<file path="src/rtl/debug_regfile_ctrl_if.sv">
// Debug access channel between a debug requester and the GPR debug controller.
// One request/response pair at a time, valid/ready handshake on each direction.
interface debug_regfile_ctrl_if;
  logic        dbg_req_valid;
  logic        dbg_req_ready;
  logic        dbg_req_write;
  logic [4:0]  dbg_req_addr;
  logic [31:0] dbg_req_wdata;
  logic        dbg_rsp_valid;
  logic        dbg_rsp_ready;
  logic [31:0] dbg_rsp_rdata;
  logic        dbg_rsp_err;

  modport master (
    output dbg_req_valid, dbg_req_write, dbg_req_addr, dbg_req_wdata, dbg_rsp_ready,
    input  dbg_req_ready, dbg_rsp_valid, dbg_rsp_rdata, dbg_rsp_err
  );

  modport slave (
    input  dbg_req_valid, dbg_req_write, dbg_req_addr, dbg_req_wdata, dbg_rsp_ready,
    output dbg_req_ready, dbg_rsp_valid, dbg_rsp_rdata, dbg_rsp_err
  );
endinterface

</file>
<file path="src/rtl/debug_regfile_ctrl.sv">
// Debug GPR access controller: halts the core, waits for the pipeline to drain,
// performs one regfile access through the debug port and returns a response.
module debug_regfile_ctrl #(
  parameter int unsigned DRAIN_TIMEOUT = 16
) (
  input  logic                 clock,
  input  logic                 reset_n,
  debug_regfile_ctrl_if.slave  dbg,
  input  logic                 dbg_hold,
  output logic                 halt_req,
  input  logic                 pipe_empty,
  output logic                 rf_dbg_en,
  output logic                 rf_dbg_we,
  output logic [4:0]           rf_dbg_addr,
  output logic [31:0]          rf_dbg_wdata,
  input  logic [31:0]          rf_dbg_rdata,
  output logic                 halted
);

  typedef enum logic [2:0] {
    S_IDLE,
    S_DRAIN,
    S_ACCESS,
    S_RESP,
    S_RESUME
  } state_e;

  localparam logic [7:0] CNT_LAST = 8'(DRAIN_TIMEOUT - 1);

  state_e      state_q, state_d;
  logic [7:0]  cnt_q, cnt_d;
  logic        write_q, write_d;
  logic [4:0]  addr_q, addr_d;
  logic [31:0] wdata_q, wdata_d;
  logic [31:0] rdata_q, rdata_d;
  logic        err_q, err_d;
  logic        halt_q, halt_d;
  logic        ready_q, ready_d;
  logic        accept;

  assign accept = ready_q & dbg.dbg_req_valid;

  // State register. Ready is a flop (not a state decode) so it stays low
  // while reset is held even though the FSM rests in IDLE.
  // NOTE: sequential state uses non-blocking assignments only, so every flop
  // samples the pre-edge value of every other flop.
  always_ff @(posedge clock or negedge reset_n) begin
    if (!reset_n) begin
      state_q <= S_IDLE;
      cnt_q   <= '0;
      write_q <= 1'b0;
      addr_q  <= '0;
      wdata_q <= '0;
      rdata_q <= '0;
      err_q   <= 1'b0;
      halt_q  <= 1'b0;
      ready_q <= 1'b0;
    end else begin
      state_q <= state_d;
      cnt_q   <= cnt_d;
      write_q <= write_d;
      addr_q  <= addr_d;
      wdata_q <= wdata_d;
      rdata_q <= rdata_d;
      err_q   <= err_d;
      halt_q  <= halt_d;
      ready_q <= ready_d;
    end
  end

  // Next-state and captured-data logic.
  // NOTE: every variable gets a default before the case so no path can
  // leave it unassigned and infer a latch.
  always_comb begin
    state_d = state_q;
    cnt_d   = cnt_q;
    write_d = write_q;
    addr_d  = addr_q;
    wdata_d = wdata_q;
    rdata_d = rdata_q;
    err_d   = err_q;
    halt_d  = 1'b1;
    unique case (state_q)
      S_IDLE: begin
        halt_d = dbg_hold;
        if (accept) begin
          write_d = dbg.dbg_req_write;
          addr_d  = dbg.dbg_req_addr;
          wdata_d = dbg.dbg_req_wdata;
          cnt_d   = '0;
          halt_d  = 1'b1;
          state_d = S_DRAIN;
        end
      end
      S_DRAIN: begin
        cnt_d = cnt_q + 8'd1;
        // An empty pipe wins over a timeout landing in the same cycle.
        if (pipe_empty) begin
          state_d = S_ACCESS;
        end else if (cnt_q == CNT_LAST) begin
          rdata_d = '0;
          err_d   = 1'b1;
          state_d = S_RESP;
        end
      end
      S_ACCESS: begin
        rdata_d = (!write_q && (addr_q != 5'd0)) ? rf_dbg_rdata : 32'd0;
        err_d   = 1'b0;
        state_d = S_RESP;
      end
      S_RESP: begin
        if (dbg.dbg_rsp_ready) state_d = S_RESUME;
      end
      S_RESUME: begin
        halt_d  = dbg_hold;
        state_d = S_IDLE;
      end
      default: state_d = S_IDLE;
    endcase
    ready_d = (state_d == S_IDLE);
  end

  // Outputs: registered or decoded from state; only halted sees pipe_empty.
  always_comb begin
    dbg.dbg_req_ready = ready_q;
    dbg.dbg_rsp_valid = (state_q == S_RESP);
    dbg.dbg_rsp_rdata = rdata_q;
    dbg.dbg_rsp_err   = err_q;
    halt_req          = halt_q;
    halted            = halt_q & pipe_empty;
    rf_dbg_en         = 1'b0;
    rf_dbg_we         = 1'b0;
    rf_dbg_addr       = '0;
    rf_dbg_wdata      = '0;
    if (state_q == S_ACCESS) begin
      rf_dbg_en    = 1'b1;
      rf_dbg_we    = write_q && (addr_q != 5'd0);
      rf_dbg_addr  = addr_q;
      rf_dbg_wdata = wdata_q;
    end
  end

endmodule

</file>
<file path="src/flat_wrapper.sv">
// flat-port wrapper written by rule: the top's interface ports become plain ports
module debug_regfile_ctrl_flat 
#(
  parameter int unsigned DRAIN_TIMEOUT = 16
)
  (clock, reset_n, dbg_hold, halt_req, pipe_empty, rf_dbg_en, rf_dbg_we, rf_dbg_addr, rf_dbg_wdata, rf_dbg_rdata, halted, dbg_dbg_req_valid, dbg_dbg_req_write, dbg_dbg_req_addr, dbg_dbg_req_wdata, dbg_dbg_rsp_ready, dbg_dbg_req_ready, dbg_dbg_rsp_valid, dbg_dbg_rsp_rdata, dbg_dbg_rsp_err);
  debug_regfile_ctrl_if dbg_i ();
  input  logic clock;
  input  logic reset_n;
  input  logic dbg_hold;
  output logic halt_req;
  input  logic pipe_empty;
  output logic rf_dbg_en;
  output logic rf_dbg_we;
  output logic [4:0] rf_dbg_addr;
  output logic [31:0] rf_dbg_wdata;
  input  logic [31:0] rf_dbg_rdata;
  output logic halted;
  input wire logic [$bits(dbg_i.dbg_req_valid)-1:0] dbg_dbg_req_valid;
  input wire logic [$bits(dbg_i.dbg_req_write)-1:0] dbg_dbg_req_write;
  input wire logic [$bits(dbg_i.dbg_req_addr)-1:0] dbg_dbg_req_addr;
  input wire logic [$bits(dbg_i.dbg_req_wdata)-1:0] dbg_dbg_req_wdata;
  input wire logic [$bits(dbg_i.dbg_rsp_ready)-1:0] dbg_dbg_rsp_ready;
  output wire logic [$bits(dbg_i.dbg_req_ready)-1:0] dbg_dbg_req_ready;
  output wire logic [$bits(dbg_i.dbg_rsp_valid)-1:0] dbg_dbg_rsp_valid;
  output wire logic [$bits(dbg_i.dbg_rsp_rdata)-1:0] dbg_dbg_rsp_rdata;
  output wire logic [$bits(dbg_i.dbg_rsp_err)-1:0] dbg_dbg_rsp_err;
  assign dbg_i.dbg_req_valid = dbg_dbg_req_valid;
  assign dbg_i.dbg_req_write = dbg_dbg_req_write;
  assign dbg_i.dbg_req_addr = dbg_dbg_req_addr;
  assign dbg_i.dbg_req_wdata = dbg_dbg_req_wdata;
  assign dbg_i.dbg_rsp_ready = dbg_dbg_rsp_ready;
  assign dbg_dbg_req_ready = dbg_i.dbg_req_ready;
  assign dbg_dbg_rsp_valid = dbg_i.dbg_rsp_valid;
  assign dbg_dbg_rsp_rdata = dbg_i.dbg_rsp_rdata;
  assign dbg_dbg_rsp_err = dbg_i.dbg_rsp_err;
  debug_regfile_ctrl #(.DRAIN_TIMEOUT(DRAIN_TIMEOUT)) u_core (.clock(clock), .reset_n(reset_n), .dbg(dbg_i), .dbg_hold(dbg_hold), .halt_req(halt_req), .pipe_empty(pipe_empty), .rf_dbg_en(rf_dbg_en), .rf_dbg_we(rf_dbg_we), .rf_dbg_addr(rf_dbg_addr), .rf_dbg_wdata(rf_dbg_wdata), .rf_dbg_rdata(rf_dbg_rdata), .halted(halted));
endmodule
</file>
<file path="config.mk">
export PLATFORM = sky130hd
export DESIGN_NAME = debug_regfile_ctrl_flat
export DESIGN_NICKNAME = d
export VERILOG_FILES = /design/src/rtl/debug_regfile_ctrl_if.sv /design/src/rtl/debug_regfile_ctrl.sv /design/src/flat_wrapper.sv
export SDC_FILE = /design/constraint.sdc
export NUM_CORES = 1
export LEC_CHECK = 0
export ABC_AREA = 1
export CORE_UTILIZATION = 43
export DETAILED_ROUTE_END_ITERATION = 8
export GPL_ROUTABILITY_DRIVEN = 0
export PLACE_DENSITY = 0.81
export SYNTH_ARGS = -nofsm -noshare
export SYNTH_HDL_FRONTEND = slang
export SYNTH_SLANG_ARGS = --single-unit
</file>
<file path="constraint.sdc">
create_clock -name clock -period 2.1 [get_ports clock]
set_clock_uncertainty 0.2 [all_clocks]
set_input_delay 0.525 -clock clock [delete_from_list [all_inputs] [get_ports clock]]
set_output_delay 0.525 -clock clock [all_outputs]
set_load 0.01 [all_outputs]
</file>
==> reports/results.tsv, run 1 <==
metric	value	unit
n_antenna_cell	0	
dpl-instance-area	5330	um2
worst_slew_pin_slew	0.903	ns
antenna_found_initial	0	
worst-endpoint-arrival	1.53	ns
htreeDepth	3	
ios	152	
synth.cell_area	3630	um2
ys_seq_elements	84	
fin_crit_sh	108	%
start_util	44.4	%
route.detailed.drc	0	
min_path_type	register to register	
synthCells	435	
die_area	8810	um2
track_usage	22.4	%
synthMuxAreaShare	0	%
crit_chain	inv_2 -> nand2_4 -> inv_4 -> nand2_8 -> buf_12 -> buf_6 -> nor2_4 -> buf_6	
cts_inserted_buffers	9	
syn-num-nets	512	
cts_root_buf	clkbuf_8	
via_per_inst	4.88	
critical_path.max_fanout	6	
postRouteWirelength	9480	um
nets	683	
cts_tree	done	
p_per_area	1360	nW/um2
synth_xor_area_share	0.241	%
cpMaxStageDelayCell	dfrtp_1	
rows	33	
hpwlAfterDp	6640	um
die_y	93.9	um
leakagePower	2.82	nW
ff2ff_path_depth	6	
cts_buffer_depth	2	
postSynthAreaPerCell	8.34	um2
area_growth	60.3	%
slew_violations	0	
drt_pass1_iterations	4	
ys_warn_count	0	
worst-setup-path-type	register to primary output	
synthAdderAreaFrac	0.345	%
drtAntennaViolNets	0	
die_w	93.9	um
power	0.00792	W
fmax	0.443	GHz
num_vias	3491	
hold_depth	2	
ys_seq_area_share	57.9	%
maxCapViolCount	0	
timing.hold.ws	0.275	ns
drt-wirelength-per-cell	13.2	um
gr-total-overflow	0	
startpoint_type	register	
numClockSinks	84	
grt_start_max_net_pins	49	
grt_pass1_wl	15300	um
fin_crit	2.26	ns
fin_area	5820	um2
worst_ep_required_time	1.37	ns
layout-drive-gt1-share	20.9	%
rsz0062_at_grt	yes	
use_met1	27.5	%
fin_util	71.2	%
grt_pass1_vias	3369	
synth_cell_types	20	
path_common_cell	buf_6	
top_usage_layer	met2	
violations	negative setup slack	
pre_cts_ws	-0.240	ns
use_met2	38.1	%
critPathMaxStageDelay	0.39	ns
finalWorstSetupSlack	-0.158	ns
synthSimpleGateAreaFrac	26.7	%
io_buffers	151	
synth_top_family_by_area	simple AND/OR/NAND/NOR gates	
ir_drop	0.656	mV
hold_violations	0	
synth_compound_area_share	6.20	%
cp-end-kind	primary output	
drt_iter0_drc	173	
finalSetupViolations	39	
core	8180	um2
clk_pin_slew	0.09	ns
status	complete, but fails checks	
relSlewSlack	39.7	%
gr-usage-met3	4.37	%
clk_latency	0.35	ns
==> cells in the mapped netlist <==
| cell | number | area share, % |
|---|---|---|
| xnor2_1 | 1 | 0.24 |
| nand2_1 | 131 | 14 |
| ha_1 | 1 | 0.34 |
| buf_4 | 3 | 0.62 |
| inv_2 | 5 | 0.52 |
| nand3b_1 | 1 | 0.21 |
| dfrtp_1 | 84 | 58 |
| o21ai_0 | 41 | 5.7 |
| inv_1 | 44 | 4.6 |
| nand4_2 | 1 | 0.34 |
| nor3_4 | 1 | 0.45 |
| nand4_1 | 4 | 0.69 |
| a21oi_1 | 1 | 0.14 |
| o21ai_1 | 3 | 0.41 |
| buf_2 | 7 | 0.97 |
| clkbuf_1 | 7 | 0.72 |
| nand2_2 | 1 | 0.17 |
| nor2_1 | 53 | 5.5 |
| buf_6 | 4 | 1.2 |
| nand3_1 | 42 | 5.8 |
==> cells in the final DEF, fill, tap and decap left out, types with 2 or more instances in the layout <==
master / instances
buf_12: 6
buf_16: 2
buf_2: 24
buf_4: 18
buf_6: 19
bufinv_16: 2
clkbuf_8: 9
clkdlybuf4s50_1: 109
clkinvlp_4: 3
dfrtp_1: 84
inv_1: 44
inv_2: 4
nand2_1: 129
nand3_1: 42
nand4_1: 4
nor2_1: 21
nor2_2: 17
nor2_4: 15
o21ai_0: 41
o21ai_1: 3
==> power by group <==
part	total (W)	switching [W]	internal [W]
Sequential	0.00267	0.000341	0.00233
Clock	0.00126	0.000589	0.000675
Combinational	0.00399	0.00213	0.00185
==> what timing repair did <==
item,in CTS,in global routing
setup buffers,5,3
endpoints found under the setup margin,41,41
pin swaps,0,2
endpoints found under the hold margin,38,0
gates cloned,2,1
resized for setup,192,50
hold buffers,1,0
==> per-stage QoR <==
step           TNS, ns  cells
2_1_floorplan        0    435
3_3_place_gp     -3.82    688
3_5_place_dp     -4.49    688
4_1_cts          -2.15    712
5_1_grt          -5.89    716
6_report         -2.89    716
==> sequential cells by signal (all words and copies together), names as in the netlist <==
signal,count
u_core.addr_q,5
u_core.cnt_q,8
u_core.dbg.dbg_req_ready,1
u_core.dbg.dbg_rsp_err,1
u_core.dbg.dbg_rsp_rdata,32
u_core.halt_req,1
u_core.state_q,3
u_core.wdata_q,32
u_core.write_q,1
==> final cells by class <==
cell class / instances / area, um2
clock buffer: 9 / 124
multi-input combinational: 281 / 1390
timing repair buffer: 181 / 1780
tap: 105 / 131
inverter: 49 / 186
fill: 601 / 2360
sequential: 84 / 2100
clock inverter: 7 / 100
==> metal layers <==
metal  share of wire [%]  wire [um]
met1                  42       4010
met4                 1.8        168
met2                  49       4650
met5                   0          0
met3                 6.9        653
==> worst max-delay path, delay by kind of cell, from the launching register on <==
family	cells	cell delay, ns
buf+inv	5	0.57
simple gates	3	0.24
flops	1	0.39
==> worst paths after layout <==
kind / endpoint / start / slack [ns]
setup / recovery: rf_dbg_wdata[11] / u_core.state_q[2]$_DFF_PN0_ / -0.16
hold / removal: u_core.dbg.dbg_rsp_rdata[21]$_DFFE_PN0P_ / u_core.dbg.dbg_rsp_rdata[21]$_DFFE_PN0P_ / 0.27
setup reg to reg: u_core.dbg.dbg_rsp_rdata[13]$_DFFE_PN0P_ / u_core.addr_q[2]$_DFFE_PN0P_ / 0.23
hold reg to reg: u_core.dbg.dbg_rsp_rdata[21]$_DFFE_PN0P_ / u_core.dbg.dbg_rsp_rdata[21]$_DFFE_PN0P_ / 0.27
max in group asynchronous: u_core.wdata_q[29]$_DFFE_PN0P_ / reset_n / 0.58
min in group asynchronous: u_core.cnt_q[6]$_DFFE_PN0P_ / reset_n / 0.52
==> kinds of logic (layout without fill, tap and decap cells) <==
| logic type | count (synthesis) | after routing |
|---|---|---|
| and+or+nand+nor | 234 | 234 |
| DFF | 84 | 84 |
| buffers and inverters | 70 | 246 |
| AOI/OAI and AO/OA | 45 | 45 |
| adders and majority gates | 1 | 1 |
| xor gates and xnor gates | 1 | 1 |
(Power assumes the default switching activity.)
==> run 2: changes to the inputs <==
- ABC_CLOCK_PERIOD_IN_PS: not set -> 2100
==> results of run 2 <==
The final DEF is identical to that of run 1; final timing and power are the same.
